`src/rtl/alu_regfile_sequencer.sv`:
```
// ============================================================================
// Module   : alu_regfile_sequencer
// Purpose  : 8-entry register file and operand/writeback sequencer wrapped
//            around an external 16-bit combinational ALU; 4 cycles/instruction.
// Revision : 1.0 - initial release
// ============================================================================
`default_nettype none

module alu_regfile_sequencer #(
  parameter int NBIT = 16,
  parameter int NREG = 8,
  parameter int AW   = 3
) (
  input  logic            clk,
  input  logic            rst,
  input  logic            instr_valid,
  output logic            instr_ready,
  input  logic            instr_ld,
  input  logic [2:0]      instr_fs,
  input  logic [AW-1:0]   instr_rd,
  input  logic [AW-1:0]   instr_ra,
  input  logic [AW-1:0]   instr_rb,
  input  logic [NBIT-1:0] instr_imm,
  output logic [2:0]      alu_fs,
  output logic [NBIT-1:0] alu_a,
  output logic [NBIT-1:0] alu_b,
  input  logic [NBIT-1:0] alu_out,
  input  logic            alu_zero,
  output logic            wb_done,
  output logic [NBIT-1:0] wb_data,
  output logic            zero_reg,
  input  logic [AW-1:0]   dbg_addr,
  output logic [NBIT-1:0] dbg_data
);

  typedef enum logic [1:0] {
    S_IDLE = 2'd0,
    S_READ = 2'd1,
    S_EXEC = 2'd2,
    S_WB   = 2'd3
  } state_t;

  state_t          r_state;
  state_t          w_state_nxt;

  logic [NBIT-1:0] r_regs [NREG];
  logic            r_ld;
  logic [2:0]      r_fs;
  logic [AW-1:0]   r_rd;
  logic [AW-1:0]   r_ra;
  logic [AW-1:0]   r_rb;
  logic [NBIT-1:0] r_imm;
  logic [2:0]      r_alu_fs;
  logic [NBIT-1:0] r_alu_a;
  logic [NBIT-1:0] r_alu_b;
  logic [NBIT-1:0] r_result;
  logic            r_wb_done;
  logic            r_zero;

  always_ff @(posedge clk or posedge rst) begin
    if (rst) begin
      r_state <= S_IDLE;
    end else begin
      r_state <= w_state_nxt;
    end
  end

  always_comb begin
    w_state_nxt = r_state;
    instr_ready = 1'b0;
    case (r_state)
      S_IDLE: begin
        instr_ready = 1'b1;
        if (instr_valid) begin
          w_state_nxt = S_READ;
        end
      end
      S_READ:  w_state_nxt = S_EXEC;
      S_EXEC:  w_state_nxt = S_WB;
      S_WB:    w_state_nxt = S_IDLE;
      default: w_state_nxt = S_IDLE;
    endcase
  end

  // ALU operand registers are only loaded in READ, so they hold across IDLE.
  always_ff @(posedge clk or posedge rst) begin
    if (rst) begin
      for (int i = 0; i < NREG; i++) begin
        r_regs[i] <= '0;
      end
      r_ld      <= 1'b0;
      r_fs      <= '0;
      r_rd      <= '0;
      r_ra      <= '0;
      r_rb      <= '0;
      r_imm     <= '0;
      r_alu_fs  <= '0;
      r_alu_a   <= '0;
      r_alu_b   <= '0;
      r_result  <= '0;
      r_wb_done <= 1'b0;
      r_zero    <= 1'b0;
    end else begin
      r_wb_done <= 1'b0;
      case (r_state)
        S_IDLE: begin
          if (instr_valid) begin
            r_ld  <= instr_ld;
            r_fs  <= instr_fs;
            r_rd  <= instr_rd;
            r_ra  <= instr_ra;
            r_rb  <= instr_rb;
            r_imm <= instr_imm;
          end
        end
        S_READ: begin
          r_alu_a  <= r_regs[r_ra];
          r_alu_b  <= r_regs[r_rb];
          r_alu_fs <= r_fs;
        end
        S_EXEC: begin
          r_result  <= r_ld ? r_imm : alu_out;
          if (!r_ld) begin
            r_zero <= alu_zero;
          end
          r_wb_done <= 1'b1;
        end
        S_WB: begin
          // Register 0 is hardwired to zero; its writes are dropped here.
          if (r_rd != '0) begin
            r_regs[r_rd] <= r_result;
          end
        end
        default: ;
      endcase
    end
  end

  assign alu_fs   = r_alu_fs;
  assign alu_a    = r_alu_a;
  assign alu_b    = r_alu_b;
  assign wb_done  = r_wb_done;
  assign wb_data  = r_result;
  assign zero_reg = r_zero;
  assign dbg_data = r_regs[dbg_addr];

endmodule

`default_nettype wire

```
`config.mk`:
```
export PLATFORM = sky130hd
export DESIGN_NAME = alu_regfile_sequencer
export DESIGN_NICKNAME = d
export VERILOG_FILES = /design/src/rtl/alu_regfile_sequencer.sv
export SDC_FILE = /design/constraint.sdc
export NUM_CORES = 1
export LEC_CHECK = 0
export CAP_MARGIN = 40
export CORE_ASPECT_RATIO = 1.75
export CORE_MARGIN = 1.5
export CORE_UTILIZATION = 45
export DETAILED_ROUTE_END_ITERATION = 16
export PLACE_DENSITY = 0.76
export SETUP_SLACK_MARGIN = 0.15
export SLEW_MARGIN = 20
export SYNTH_ARGS = -nofsm -noshare
export SYNTH_HDL_FRONTEND = slang
export SYNTH_SLANG_ARGS = --single-unit
```
`constraint.sdc`:
```
create_clock -name clk -period 22.5 [get_ports clk]
set_input_delay 5.625 -clock clk [delete_from_list [all_inputs] [get_ports clk]]
set_output_delay 5.625 -clock clk [all_outputs]
set_load 0.01 [all_outputs]
```
Yosys cells after proc, flatten, opt, wreduce, memory -nomap -nowiden
Cells that the tools add are included.
- add/sub/neg operators: 0
- multiply operators: 0
- divide/modulo/power cells: 0
- $lt $le $gt $ge: 5
- eq/ne operators: 4
- shift-type cells: 0
- mux-type cells: 17
- bitwise gates (word level): 5
- reductions and logical operators: 6
- operators by type and width (cell ; count):
    $bmux 16 s3 ; 3
    $bwmux 128 ; 1
    $mux 16 ; 8
    $demux 16 s3 ; 1
    $ge 4x4->1 const B ; 4
    $not 3->4 ; 4
    $pmux 2 s4 ; 1
    $reduce_and 2->1 ; 3
    $eq 2x2->1 const B ; 2
    $lt 4x1->1 const B ; 1
    $reduce_bool 3->1 ; 1
    $eq 2x1->1 const B ; 1
    $logic_not 2->1 ; 1
    $mux 1 ; 2
    $mux 2 ; 1
    $ne 2x2->1 const B ; 1
    $logic_and 1x1->1 ; 1
    $not 1->1 ; 1
- register bits: 212
- latch bits: 0
- bits in writable memories: 0
- ROM bits: 0
- input bits: 52
- output and inout bits: 70
- logic and storage cells: 58
- memories: 0

Logic depth before layout (Yosys ltp)
Gate-level depths: netlist of the first run.
- depth after elaboration: 6
- mapped depth: 6
- depth with buffers taken out: 5

Least setup slack after synthesis of the first run
OpenSTA, ideal clock, no wires.
- path kind: input port to output port
- start point: input port dbg_addr[0]
- end point: output port dbg_data[0]
- arrival: 6690 ps
- required time: 16875 ps
- slack: 10185 ps
- stages: 4
- path through: buf_6 > buf_6 > mux4_1 > mux2_2
- word-level cells in the longest chain between the ends: 4
- ends and longest elaborated chain (what ; line ; text):
    start: declaration ; 32 ; input logic [AW-1:0] dbg_addr,
    $not 3->4 (implied by the code) ; 145 ; assign dbg_data = r_regs[dbg_addr];
    $bmux 16 s3 ; 145 ;
    $mux 16 (implied by the code) (2 in series) ; 145 ;
    end: declaration ; 33 ; output logic [NBIT-1:0] dbg_data
No other way between the ends. The select of a mux whose other input is x is not followed.

Worst setup path in the final report of the first run
- start point: input port dbg_addr[0]
- end point: output port dbg_data[4]
The elaborated chain is that of the path after synthesis.

==> results of run 1 <==
[cell families (layout without fill, tap and decap cells)]
logic type               Yosys count  after routing  share of synthesized area (%)
multiplexers                     305            305                           33.4
flip-flops                       212            212                           46.9
AND/OR/NAND/NOR                  130            130                           6.83
AO/OA/AOI/OAI                    115            115                           8.29
buffers and inverters             94            187                           4.17
adder cells (fa/ha/maj)            4              4                          0.442
[path summary, 6_finish.rpt]
path | slack, ns | cells past startpoint | from | end
worst min register to register | 0.42 | 0 | r_regs[125]$_DFFE_PP0P_ | r_regs[125]$_DFFE_PP0P_
min in group asynchronous | 5.56 | 2 | rst | r_fs[1]$_DFFE_PP0P_
worst max register to register | 20.28 | 5 | r_ra[1]$_DFFE_PP0P_ | alu_a[2]$_DFFE_PP0N_
max in group asynchronous | 15.55 | 5 | rst | alu_a[14]$_DFFE_PP0N_
worst max-delay path | 9.25 | 5 | dbg_addr[0] | dbg_data[4]
worst min-delay path | 0.42 | 0 | r_regs[125]$_DFFE_PP0P_ | r_regs[125]$_DFFE_PP0P_
[placed cells by master, fill, tap and decap left out, types with 2 or more instances in the layout]
| cell type | n |
|---|---|
| dfrtp_4 | 2 |
| mux2i_1 | 112 |
| a41o_1 | 32 |
| inv_1 | 3 |
| a21oi_1 | 17 |
| mux4_1 | 32 |
| mux2_2 | 157 |
| buf_6 | 2 |
| nor2b_1 | 65 |
| clkbuf_1 | 2 |
| buf_16 | 6 |
| nor2_2 | 2 |
| mux2_1 | 4 |
| ha_1 | 3 |
| and4bb_2 | 2 |
| nand3_1 | 32 |
| buf_2 | 2 |
| buf_4 | 7 |
| clkbuf_16 | 23 |
| nand2b_1 | 2 |
| dfrtp_1 | 210 |
| clkdlybuf4s50_1 | 119 |
| a22oi_1 | 32 |
| nand4b_2 | 3 |
| nand2_1 | 2 |
| a211o_1 | 32 |
| clkinv_4 | 3 |
| nor2_1 | 18 |
| nor2b_2 | 2 |
| bufinv_16 | 4 |
| clkinv_2 | 4 |
| buf_8 | 8 |
[metal layers]
metal | routed length [microns] | GRT usage (%)
met1 | 12000 | 29.4
met4 | 1330 | 11.1
met2 | 15900 | 41.3
met3 | 1270 | 2.96
met5 | 0 | 0
[report_power, final]
| part | switching, W | total, W | internal, W |
|---|---|---|---|
| combinational | 0.000423 | 0.000945 | 0.000523 |
| sequential | 0.000219 | 0.000777 | 0.000559 |
| clock | 0.000153 | 0.000389 | 0.000236 |
[through the flow]
stage          power, W  area, sq um  std cells  util [%]
2_1_floorplan   0.00134        11300        860         -
3_3_place_gp    0.00166        12500       1210      50.9
3_5_place_dp    0.00172        12800       1226      52.1
4_1_cts         0.00212        13600       1264      55.2
5_1_grt         0.00223        13600       1265      55.3
6_report        0.00211        13600       1265      55.3
[worst max-delay path: cells and delay by family]
kind / cells / cell delay [ns]
buffers and inverters: 3 / 1.08
multiplexers: 2 / 0.90
[area by class of cell]
| cell class | count | area [sq um] |
|---|---|---|
| Multi-Input combinational cell | 554 | 5550 |
| Fill cell | 1979 | 11000 |
| Clock inverter | 12 | 174 |
| Tap cell | 312 | 390 |
| Timing Repair Buffer | 145 | 1580 |
| Sequential cell | 212 | 5310 |
| Inverter | 4 | 22.5 |
| Clock buffer | 26 | 597 |
==> summary.md, run 1 <==
| Metric | Value |
|---|---|
| Status | finished, final reports clean |
| Post-route clock period utilization | 58.9% |
| Die width | 123 microns |
| Top reg by flops | r_regs |
| Post-placement worst setup slack | 9.27 ns |
| Final weighted congestion in routability-driven placement | 0.795 |
| Half-perimeter wire length after detailed placement | 20300 microns |
| Nets@finish | 995 |
| Clock Latency Late Sink | 0.50 ns |
| Clock Pin Slew Worst Setup and Hold Paths | 0.06 ns |
| Core box area | 24600 sq um |
| Critical Path Start Type | input pin |
| Area of the die | 26100 sq um |
| Max Fanout on Critical Path | 20 |
| Number of port buffers | 121 |
| Highest achievable clock rate | 75.5 MHz |
| Sink count of the clock tree | 212 |
| Max stage delay on crit path | 0.59 ns |
| Setup Fix Bufs, Post-CTS | 0 |
| Worst Setup End Kind | output pin |
| Actual transition at the worst max-transition pin | 0.863 ns |
| # Max-Cap Violations | 0 |
| Number of DRC violations after detailed-routing iteration 0 | 518 |
| Leading area contributor after synthesis | dfrtp_1 |
| Largest clock skew in the final design | 0.00917 ns |
| Library cell with the highest instance count after synthesis | dfrtp_1 |
| Power Density | 155 nW/um^2 |
| RSZ-0062 raised after global routing | no |
| Critical-path top delay cell | mux4_1 |
| Area growth syn-to-layout | 20.4% |
| Number of standard cells after synthesis | 860 |
| Via count | 7789 |
| CTS H-tree lvls | 1 |
| Proportion of register bits with asynchronous set or reset after synthesis | 100% |
| Residual DRC count | 0 |
| Number of hold buffers added after CTS | 0 |
| Count of standard-cell rows | 76 |
| Post-synth EDFFs | 0 |
| Setup TNS after final layout | 0 ns |
| Count of antenna-violating nets left after detailed routing | 0 |
| Wire length of the first global-routing pass | 47500 microns |
| Final worst hold slack | 0.422 ns |
| Post-detailed-routing wire length | 30500 microns |
| Fraction of synthesized cell area taken by the top area cell type | 46.9% |
| CTS resizes | 0 |
| Count of unique library cells instantiated by Yosys | 28 |
| Max FFs per register | 128 |
| Worst endpoint required time | 16.88 ns |
| Overall track demand over capacity in global routing | 23.9% |
| I/O pin count | 122 |
| CTS max path bufs | 3 |
| Root Buffer | clkbuf_16 |
| Sequential cell area fraction in the yosys report | 46.9% |
| Total standard cell area after synthesis | 11300 sq um |
| Final number of hold-violating endpoints | 0 |
| Max transition margin | 42.4% |
| Synth Register Bits | 212 |
| Average routed wire per standard cell | 24.1 microns |
| Pin count of the biggest net entering global routing | 71 |
| VDD IR-drop max | 0.0000952 V |
| Cell-by-cell listing of the critical path | buf_2 > buf_12 > mux4_1 > mux2_2 > clkdlybuf4s50_1 |
| Crit path arrival time | 7.62 ns |
| Die height | 213 microns |
| Final setup violation count | 0 |
| Diodes inserted | 0 |
| Fraction of final layout cells with drive strength greater than 1 | 24.6% |
| Ranking of synthesized cells by area | dfrtp_1 47%, mux2_2 16%, mux2i_1 9.9%, mux4_1 7.4%, nor2b_1 3.7% |
| Most common flop cell mapped by yosys | dfrtp_1 |
| Static power due to leakage | 6.10 nW |
| DR pass1 iterations | 7 |
| Post-synthesis average cell area | 13.2 sq um |
| Classification of the worst-slack hold path | flip-flop to flip-flop |
| Mean number of vias per cell | 6.16 |
| Via count of the first global-routing pass | 8150 |
| Count of synthesis-stage warnings from yosys | 0 |
| Final Max Slew Viols | 0 |
| Minimum period implied by the final worst setup slack | 13.25 ns |
| Global-route congestion overflow total | 0 |
| Number of nets in the synthesized netlist | 916 |
| Initial core utilization | 45.9% |
| Setup CP Type | input pin to output pin |
| Clock tree from TritonCTS | done |
| Num CTS Buffers | 22 |
| Most common library cells after synthesis | 212 x dfrtp_1, 157 x mux2_2, 112 x mux2i_1 |
| Antenna violations before repair | 0 |
| Final setup margin | 9.25 ns |
Power figures use the tool's default switching activity.
==> run 2: changes to the inputs <==
==> constraint.sdc (replaced) <==
create_clock -name clk -period 12.2 [get_ports clk]
set_input_delay 3.05 -clock clk [delete_from_list [all_inputs] [get_ports clk]]
set_output_delay 3.05 -clock clk [all_outputs]
set_load 0.01 [all_outputs]
==> run 2 against run 1 <==
Sequential power is 88% higher. Global-route usage down 0.26 points. Power is 86% higher. Largest cell class unchanged. Largest power group unchanged. Highest routed layer unchanged.
==> summary.md, run 2 (synthesized netlist as in run 1, its figures left out) <==
| Metric | Value |
|---|---|
| Status | finished, final reports clean |
| Highest achievable clock rate | 124 MHz |
| Final Max Slew Viols | 0 |
| Most used cells in the layout excluding fill and tap cells | 210 x dfrtp_1, 157 x mux2_2, 119 x clkdlybuf4s50_1 |
| Max stage delay on crit path | 0.57 ns |
| Post-route clock period utilization | 66.1% |
| Final number of hold-violating endpoints | 0 |
| Overall track demand over capacity in global routing | 23.6% |
| Minimum period implied by the final worst setup slack | 8.07 ns |
| CP delay by family, top | buffers and inverters |
| VDD IR-drop max | 0.000210 V |
| Static power due to leakage | 6.11 nW |
| Area of the die | 26100 sq um |
| Max Fanout on Critical Path | 20 |
| Antenna violations before repair | 0 |
| Max FFs per register | 128 |
| Count of antenna-violating nets left after detailed routing | 0 |
| Largest clock skew in the final design | 0.0117 ns |
| Clock Latency Late Sink | 0.51 ns |
| Diodes inserted | 0 |
| Top reg by flops | r_regs |
| Setup CP Type | input pin to output pin |
| End point of the worst hold path | r_regs[122]$_DFFE_PP0P_ |
| Initial core utilization | 45.9% |
| Die height | 213 microns |
| Post-detailed-routing wire length | 30500 microns |
| Final weighted congestion in routability-driven placement | 0.793 |
| Most common cell after layout, fill and taps aside | dfrtp_1 |
| # Max-Cap Violations | 0 |
| Worst Setup End Kind | output pin |
| Sink count of the clock tree | 212 |
| Pin count of the biggest net entering global routing | 107 |
| Path depth of the worst reg2reg path | 5 |
| Max transition margin | 42.0% |
| Critical path buffers and inverters | 3 |
| Num CTS Buffers | 22 |
| Mean number of vias per cell | 6.25 |
| Actual transition at the worst max-transition pin | 0.870 ns |
| Fraction of final layout cells with drive strength greater than 1 | 24.6% |
| Clock tree from TritonCTS | done |
| WHS Path Cells | 0 |
| Reg2reg end | alu_a[15]$_DFFE_PP0N_ |
| Average routed wire per standard cell | 24.1 microns |
| Root Buffer | clkbuf_16 |
| Final setup violation count | 0 |
| Nets@finish | 994 |
| Global-route congestion overflow total | 0 |
| Crit path arrival time | 5.02 ns |
| DR pass1 iterations | 5 |
| Worst endpoint required time | 9.15 ns |
| Residual DRC count | 0 |
| CTS max path bufs | 3 |
| Die width | 123 microns |
| Final worst hold slack | 0.422 ns |
| Critical-path top delay cell | mux4_1 |
| CTS resizes | 0 |
| Critical Path Start Type | input pin |
| Core box area | 24600 sq um |
| Critical hold path startpoint | r_regs[122]$_DFFE_PP0P_ |
| Number of port buffers | 121 |
| Number of DRC violations after detailed-routing iteration 0 | 589 |
| Clock Pin Slew Worst Setup and Hold Paths | 0.06 ns |
| Count of standard-cell rows | 76 |
| Number of fill cells | 2008 |
| Classification of the worst-slack hold path | flip-flop to flip-flop |
| Cell-by-cell listing of the critical path | buf_2 > buf_12 > mux4_1 > mux2_2 > clkdlybuf4s50_1 |
| Area growth syn-to-layout | 20.6% |
| Via count of the first global-routing pass | 8055 |
| Final setup margin | 4.13 ns |
| RSZ-0062 raised after global routing | no |
| Setup TNS after final layout | 0 ns |
| Register-to-register path setup slack | 9.99 ns |
| I/O pin count | 122 |
| Post-placement worst setup slack | 4.13 ns |
| CTS H-tree lvls | 1 |
| Via count | 7908 |
| Number of hold buffers added after CTS | 0 |
| Power Density | 288 nW/um^2 |
| Setup Fix Bufs, Post-CTS | 0 |
| Half-perimeter wire length after detailed placement | 20200 microns |
| Source of the worst register-to-register timing path | r_ra[1]$_DFFE_PP0P_ |
| Wire length of the first global-routing pass | 47200 microns |
## run 2: cell type report
type                       count  area (sq um)  share of cell area (%)
inverter                       4          22.5                   0.165
clock inverter                10           175                    1.28
timing repair buffer         144          1550                    11.4
clock buffer                  29           638                    4.68
sequential                   212          5310                    39.0
tap                          312           390                    2.86
multi-input combinational    554          5550                    40.7
## run 2: metal layers
layer	vias to the layer above	global-route usage (%)	part of all wire, %
met4	0	9.70	3.9
met2	329	41.0	52
li1	3390	-	-
met1	4095	29.4	39
met5	-	0	0
met3	94	2.99	5.1
## run 2: power breakdown
part / total [W] / switching, W / internal [W]
combinational: 0.00171 / 0.000756 / 0.000956
sequential: 0.00146 / 0.000428 / 0.00103
clock: 0.000756 / 0.000283 / 0.000473
total: 0.00393 / 0.00147 / 0.00246
## run 2: how the worst max path moves through the flow
stage,from,to,slack [ns],cells after the start
2_1_floorplan,rst,alu_a[0]$_DFFE_PP0N_,3.36,1
3_3_place_gp,dbg_addr[0],dbg_data[7],3.94,4
3_5_place_dp,dbg_addr[0],dbg_data[6],4.13,5
4_1_cts,dbg_addr[0],dbg_data[6],4.13,5
5_1_grt,dbg_addr[0],dbg_data[6],4.07,5
6_report,dbg_addr[0],dbg_data[15],4.13,5
## run 2: stage by stage
stage | total power [W] | utilization (%) | std cells | area, sq um
6_report | 0.00393 | 55.4 | 1265 | 13600
4_1_cts | 0.00393 | 55.3 | 1264 | 13600
3_3_place_gp | 0.00305 | 50.9 | 1210 | 12500
3_5_place_dp | 0.00316 | 52.0 | 1225 | 12800
5_1_grt | 0.00414 | 55.4 | 1265 | 13600
2_1_floorplan | 0.00248 | - | 860 | 11300
